`src/rtl/uart_fifo_param.sv`:
```
// Parametrised single-clock FIFO for the APB UART RX/TX buffers.
// Synchronous-read RAM plus registered DATA_OUT; optional first-word-fall-through.
module uart_fifo_param #(
    parameter int WIDTH     = 8,
    parameter int ADDR_W    = 8,
    parameter int FWFT      = 0,
    parameter int AFULL_TH  = 192,
    parameter int AEMPTY_TH = 16
) (
    input  logic              CLK,
    input  logic              RESET_N,
    input  logic              WRB,
    input  logic              RDB,
    input  logic [WIDTH-1:0]  DATA_IN,
    input  logic              FLUSH,
    input  logic              CLR_ERR,
    output logic [WIDTH-1:0]  DATA_OUT,
    output logic              FULL,
    output logic              EMPTY,
    output logic              AFULL,
    output logic              AEMPTY,
    output logic [ADDR_W:0]   COUNT,
    output logic              OVERFLOW,
    output logic              UNDERFLOW
);

    localparam int DEPTH = 2 ** ADDR_W;
    localparam logic [ADDR_W:0]   DEPTH_C  = (ADDR_W+1)'(DEPTH);
    localparam logic [ADDR_W:0]   AFULL_C  = (ADDR_W+1)'(AFULL_TH);
    localparam logic [ADDR_W:0]   AEMPTY_C = (ADDR_W+1)'(AEMPTY_TH);
    localparam logic [ADDR_W:0]   CNT_ONE  = (ADDR_W+1)'(1);
    localparam logic [ADDR_W-1:0] PTR_ONE  = ADDR_W'(1);

    logic [WIDTH-1:0]  mem [DEPTH];
    logic [ADDR_W-1:0] wr_ptr;
    logic [ADDR_W-1:0] rd_ptr;
    logic [ADDR_W:0]   count;
    logic [WIDTH-1:0]  dout_q;
    logic              ovf_q;
    logic              unf_q;
    logic              full;
    logic              empty;
    logic              wr_acc;
    logic              rd_acc;
    logic              rd_adv;

    assign full   = (count == DEPTH_C);
    assign wr_acc = !WRB && !full  && !FLUSH;
    assign rd_acc = !RDB && !empty && !FLUSH;

    always_ff @(posedge CLK or negedge RESET_N) begin
        if (!RESET_N) begin
            count <= '0;
        end else if (FLUSH) begin
            count <= '0;
        end else if (wr_acc && !rd_acc) begin
            count <= count + CNT_ONE;
        end else if (rd_acc && !wr_acc) begin
            count <= count - CNT_ONE;
        end
    end

    always_ff @(posedge CLK or negedge RESET_N) begin
        if (!RESET_N) begin
            wr_ptr <= '0;
            rd_ptr <= '0;
        end else if (FLUSH) begin
            wr_ptr <= '0;
            rd_ptr <= '0;
        end else begin
            if (wr_acc) wr_ptr <= wr_ptr + PTR_ONE;
            if (rd_adv) rd_ptr <= rd_ptr + PTR_ONE;
        end
    end

    // Errors are suppressed under FLUSH; a new error wins over CLR_ERR.
    always_ff @(posedge CLK or negedge RESET_N) begin
        if (!RESET_N) begin
            ovf_q <= 1'b0;
            unf_q <= 1'b0;
        end else begin
            ovf_q <= (ovf_q && !CLR_ERR) || (!WRB && full  && !FLUSH);
            unf_q <= (unf_q && !CLR_ERR) || (!RDB && empty && !FLUSH);
        end
    end

    always_ff @(posedge CLK) begin
        if (wr_acc) mem[wr_ptr] <= DATA_IN;
    end

    generate
        if (FWFT != 0) begin : g_fwft
            logic out_valid;
            logic ram_has;
            logic ld;
            logic byp;

            // RAM words exclude the one already held in the output register.
            assign ram_has = (count > {{ADDR_W{1'b0}}, out_valid});
            assign ld      = !FLUSH && ram_has && (!out_valid || rd_acc);
            // Pop of the last word with a concurrent write: forward DATA_IN to avoid a bubble.
            assign byp     = rd_acc && wr_acc && !ram_has;
            assign rd_adv  = ld || byp;
            assign empty   = !out_valid;

            always_ff @(posedge CLK or negedge RESET_N) begin
                if (!RESET_N) begin
                    out_valid <= 1'b0;
                    dout_q    <= '0;
                end else begin
                    if (FLUSH) begin
                        out_valid <= 1'b0;
                    end else if (ld || byp) begin
                        out_valid <= 1'b1;
                    end else if (rd_acc) begin
                        out_valid <= 1'b0;
                    end
                    if (ld) begin
                        dout_q <= mem[rd_ptr];
                    end else if (byp) begin
                        dout_q <= DATA_IN;
                    end
                end
            end
        end else begin : g_std
            logic [WIDTH-1:0] ram_q;
            logic             rd_pend;

            assign rd_adv = rd_acc;
            assign empty  = (count == '0);

            always_ff @(posedge CLK) begin
                if (rd_acc) ram_q <= mem[rd_ptr];
            end

            always_ff @(posedge CLK or negedge RESET_N) begin
                if (!RESET_N) begin
                    rd_pend <= 1'b0;
                    dout_q  <= '0;
                end else begin
                    rd_pend <= rd_acc;
                    if (rd_pend) dout_q <= ram_q;
                end
            end
        end
    endgenerate

    assign DATA_OUT  = dout_q;
    assign FULL      = full;
    assign EMPTY     = empty;
    assign AFULL     = (count >= AFULL_C);
    assign AEMPTY    = (count <= AEMPTY_C);
    assign COUNT     = count;
    assign OVERFLOW  = ovf_q;
    assign UNDERFLOW = unf_q;

endmodule

```
`config.mk`:
```
export PLATFORM = sky130hd
export DESIGN_NAME = uart_fifo_param
export DESIGN_NICKNAME = d
export VERILOG_FILES = /design/src/rtl/uart_fifo_param.sv
export SDC_FILE = /design/constraint.sdc
export NUM_CORES = 2
export LEC_CHECK = 0
export BUFFER_PORTS_ARGS = -buffer_cell sky130_fd_sc_hd__buf_4
export CAP_MARGIN = 25
export CORE_ASPECT_RATIO = 0.75
export CORE_MARGIN = 8
export CORE_UTILIZATION = 40
export DETAILED_ROUTE_END_ITERATION = 12
export PLACE_DENSITY = 0.62
export SYNTH_ARGS = -nofsm -noshare
export SYNTH_HDL_FRONTEND = slang
export SYNTH_SLANG_ARGS = --single-unit
export TNS_END_PERCENT = 30
```
`constraint.sdc`:
```
create_clock -name CLK -period 9.2 [get_ports CLK]
set_input_delay 0.92 -clock CLK [delete_from_list [all_inputs] [get_ports CLK]]
set_output_delay 0.92 -clock CLK [all_outputs]
set_load 0.01 [all_outputs]
```
# [Yosys cells after proc, flatten, opt, wreduce, memory -nomap -nowiden]
# Memories as Yosys holds them, arrays and structs flattened. A register that Yosys moved wholly into a read port is not among the register bits.
# Cells that the tools add are included.
# W data, S select, Z words.
[word_totals] register_bits=36 mem_bits_rw=2048 in_bits=14 out_inout_bits=23 wordCells=50 mem_count=1
[classes] add_sub_neg=4 order_cmp=2 eq_ne=1 mux=9 n_reduce_logical=26
[memory_table] name="mem" words=256 width=8 read_ports=1 rd_clocked_by_memory_dff=1 wr=1 line="34" text="logic [WIDTH-1:0] mem [DEPTH];"
[ops] operator="$mux W8" count=4
[ops] operator="$mux W9" count=3
[ops] operator="$add A8 B1 Y8 const B" count=2
[ops] operator="$logic_and A1 B1 Y1" count=12
[ops] operator="$add A9 B1 Y9 const B" count=1
[ops] operator="$eq A9 B9 Y1 const B" count=1
[ops] operator="$ge A9 B8 Y1 const B" count=1
[ops] operator="$le A9 B5 Y1 const B" count=1
[ops] operator="$logic_not A9 Y1" count=1
[ops] operator="$sub A9 B1 Y9 const B" count=1
[ops] operator="$logic_not A1 Y1" count=8
[ops] operator="$reduce_bool A2 Y1" count=2
[ops] operator="$reduce_bool A3 Y1" count=1
[ops] operator="$logic_or A1 B1 Y1" count=2
[ops] operator="$mux W1" count=2

# [Logic depth before layout (Yosys ltp)]
[logic_depth] depth_word=9 depth_mapped=15 ltp_nobuf=14

# [Worst setup path before layout]
# No wires, ideal clock.
[synth_timing] path_kind="reg2reg" startpoint="register count[5], in the netlist COUNT[5]" endpoint="register count[8], in the netlist COUNT[8]" setup_ps=132 arrival_time_ps=3308 required_ps=9068 setup_slack_ps=5760 stages_incl_launch_ff=13 path_buffers=0 synth_period_minus_slack_ps=3440 path_cell_list="dfrtp_1 -> or4_1 -> nor3_4 -> o21ai_1 -> or2_2 -> ha_1 -> nor2b_1 -> o21ai_0 -> a21oi_1 -> o41ai_1 -> mux2_2 -> xor2_1 -> nor2_1"
[synth_via] elab_chain_len=8 word_cells_on_any_way=18 classes_between="add/sub: 2; eq/ne: 1; mux: 3; reduce/logical: 12"
[synth_rtl] item="start: declaration" line="37" text="logic [ADDR_W:0] count;"
[synth_rtl] item="start signal: assignment" line="57" text="count <= count + CNT_ONE;"
[synth_rtl] item="start signal: assignment" line="59" text="count <= count - CNT_ONE;"
[synth_rtl] item="$logic_not A9 Y1 (*)" line="130" text="assign empty = (count == '0);"
[synth_rtl] item="net EMPTY" line="19" text="output logic EMPTY,"
[synth_rtl] item="$logic_not A1 Y1 (*)" line="49" text="assign rd_acc = !RDB && !empty && !FLUSH;"
[synth_rtl] item="$logic_and A1 B1 Y1 (*) (2 in a row)" line="49"
[synth_rtl] item="$logic_not A1 Y1" line="56" text="end else if (wr_acc && !rd_acc) begin"
[synth_rtl] item="$logic_and A1 B1 Y1" line="56"
[synth_rtl] item="$mux W9" line="56"
[synth_rtl] item="$mux W9" line="54" text="end else if (FLUSH) begin"
# Mark *: on every way through the listed nets, which the timed path passes. The rest lies on a longest branch. The select of a mux whose other input is x is not followed.
# A chain may end at the register's enable or synchronous reset.

==> summary.txt <==
Status
  • Outcome: completed

Global routing
  • Global-route wire length before repair: ~290000 um
  • Met2 global-route usage: between 20% and 30%
  • Vias in the first global route: 38435
  • Most Crowded Layer GR: met1
  • Grt ovf: 0
  • GRT Resource Usage Total: 18.2%
  • Largest net degree at the start of global routing: 137
  • Initial antenna violation count: 8
  • Routing usage on met3: 5.34%
  • GRT met1 Usage: 27.2%

STA
  • Max Clock Freq: roughly 220 MHz
  • Unrepaired setup endpoints after global routing: false
  • Final Skew: roughly 0.028 ns
  • Min cycle time layout: 4.55 ns
  • Setup TNS Final: 0 ns
  • Setup slack after layout: 4.65 ns
  • Period utilisation layout: between 40% and 50%
  • Final Hold Fails: 0
  • Rel. slew slack: 25.8%
  • Max-slew violation count: 0
  • Final setup viols: 0
  • Worst slew pin tran: 1.11 ns

Clock tree
  • Worst-Skew Late Latency: around 0.83 ns
  • Hold buffers post-CTS: 0
  • CTS Buf Count: 189
  • H-tree depth: 4
  • Cts repair resizes: 0
  • Clock tree buffer depth: 3
  • Post CTS Setup Buffer Count: 0
  • CTS tree: yes
  • Clk sinks: between 2000 and 2500
  • Clock-pin slew on the worst setup and hold paths: 0.07 ns
  • Root Buffer: clkbuf_16

Drt
  • Final antenna-violating net count: 0
  • Pre-antenna DRT Iters: 6
  • DRC: 0
  • Total Wirelength: 201000 um
  • DR vias/cell: 5.82
  • DR iter-0 viols: 4892
  • Routed length per instance: 30.0 um
  • Via count: 38881

Floorplanning
  • Chip Height: between 400 and 500 um
  • Width of the die: 535 um
  • Core box area: 202000 um^2
  • IO Count: 37
  • Die area: 217000 um^2
  • Rows: 143
  • Starting Density: 40.1%

Setup path
  • Crit path DAT: 5.12 ns
  • CP startpoint: rd_ptr[0]
  • R2R depth: 7
  • Req. time, crit path: roughly 10 ns
  • Worst Setup Path Type: flop to flop
  • Worst Setup EP: g_std.ram_q[4]
  • Max Fanout on Critical Path: 42
  • Reg2reg start: rd_ptr[0]
  • R2r setup slk: 4.65 ns
  • Worst reg2reg path endpoint: g_std.ram_q[4]
  • Crit end category: flop
  • Setup crit start kind: flop

Placed design
  • Placed insts: 6323
  • DP HPWL: 119000 um
  • I/O Buffers: 36
  • GP Congestion: 0.824
  • Placement-stage worst setup slack: 4.59 ns

Power and ir drop
  • Leak: 26.9 nW
  • Pwr per Cell Area: 237 nW/um^2
  • Max IR drop VDD: about 0.00016 V
  • Total power draw: approximately 0.021 W

Yosys
  • Post-Syn Instances: 3760
  • Count leader, synth: edfxtp_1
  • Number of synthesized flops with an enable pin: 2056
  • Avg Inst Size Synth: between 20 and 25 um^2
  • Synth warnings: 0
  • Synth area leaders: edfxtp_1 76%, mux4_2 13%, nor2_1 1.4%
  • Register area share after synthesis: 77.4%
  • Commonest cells in the netlist: 2056 x edfxtp_1, 480 x mux4_2, 295 x nor2_1, 114 x o22ai_1, 85 x mux2i_1
  • Net Count, Synth: 3788
  • Post-synth top area cell: edfxtp_1
  • Top FF cell, synth: edfxtp_1
  • Synth cell types: 61
  • Post-Syn Area: 80900 um^2
  • Synth top area share: ~76%
  • Register bit count reported by yosys: about 2100
  • Post-synth ARST share: 1.72%

Job
  • Max-cap violations: 0

Layout
  • Layout Nets: approximately 3900
  • Layout cells sized above 1: a little under a quarter
  • Layout fillers: about 17000
  • Layout Cells excl Fill: 6680
  • Syn-to-layout area delta: 11.5%

Hold path
  • Worst Hold Class: input port to async pin
[worst min path at each step]
stage                   startpoint     endpoint  slack [ns]  depth (start not counted)
floorplan           g_std.ram_q[0]  DATA_OUT[0]        0.45                          1
global placement    g_std.ram_q[7]  DATA_OUT[7]        0.46                          1
detailed placement  g_std.ram_q[7]  DATA_OUT[7]        0.47                          1
CTS                        RESET_N     COUNT[1]        0.03                          1
global route               RESET_N     COUNT[1]        0.08                          1
finish                     RESET_N     COUNT[6]        0.08                          1
[where the power goes]
| part | leakage [nW] | total (W) | switching [W] | internal (W) |
|---|---|---|---|---|
| logic | 4.87 | 0.00262 | 0.00143 | 0.00119 |
| registers | 18.9 | 0.0106 | 0.000113 | 0.0105 |
| clock network | 3.07 | 0.00812 | 0.00355 | 0.00458 |
[sequential cells by signal, summed over array words and instances (netlist names)]
signal / count
mem: 2048
UNDERFLOW: 1
g_std.ram_q: 8
g_std.rd_pend: 1
rd_ptr: 8
COUNT: 9
OVERFLOW: 1
wr_ptr: 8
DATA_OUT: 8
[kinds of logic after synthesis]
| group | Yosys count | synth area share [%] |
|---|---|---|
| adder cells (fa/ha/maj) | 14 | 0.226 |
| AO/OA/AOI/OAI | 362 | 3.17 |
| XOR/XNOR | 20 | 0.226 |
| buffers and inverters | 230 | 1.78 |
| multiplexers | 575 | 14.5 |
| AND/OR/NAND/NOR | 467 | 2.65 |
| flip-flops | 2092 | 77.4 |
[metrics by stage]
stage	utilization (%)	area, um^2	hold slack, ns
2_1_floorplan	-	80900	0.454
6_report	44.7	90300	0.0782
3_5_place_dp	41.6	83900	0.467
3_3_place_gp	41.5	83800	0.463
4_1_cts	44.7	90200	0.0327
5_1_grt	44.7	90300	0.0785
[layer usage]
layer / routed length (um) / share of wire, %
met5: 0 / 0
met4: 4260 / 2.1
met3: 21600 / 11
met2: 88700 / 44
met1: 86200 / 43
[worst max-delay path, cell delays in order, from the launching register on]
cell	delay, ns
dfrtp_4	0.90
buf_4	0.83
buf_4	0.73
mux4_2	0.60
o22ai_1	0.34
nor3_1	0.20
a31oi_1	0.47
nor4_1	0.10
[layout by cell type, fill, tap and decap left out, types with 12 or more instances in the layout]
cell type,synthesis,routed
a221oi_1,28,28
clkinv_1,0,43
mux4_2,480,480
a22o_1,31,31
clkbuf_1,68,29
mux2i_1,85,85
o22ai_1,114,114
bufinv_16,0,26
a31oi_1,12,12
ha_1,13,13
xor2_1,13,13
nand2_2,12,16
clkbuf_16,0,192
buf_4,36,79
a21oi_1,34,34
a211oi_1,17,17
buf_12,4,12
o211ai_1,15,15
clkinv_2,0,36
nand2_1,46,42
o221ai_1,16,16
nor2_1,295,294
edfxtp_1,2056,2056
dfrtp_1,36,33
nor3_1,35,34
a22oi_1,64,64
[cell type report]
cell class              count  area (um^2)  share of cell area, %
flip-flops and latches   2092        62600                   69.4
multi-input cells        1438        16900                   18.7
clock buffers             221         4910                   5.44
clock inverters           130         1400                   1.55
repair buffers            105         1010                   1.12
inverters                   7         26.3                 0.0291
diodes                      5         12.5                 0.0139
well taps                2682         3360                   3.72
Note: power is estimated with default switching activity, not from simulation.
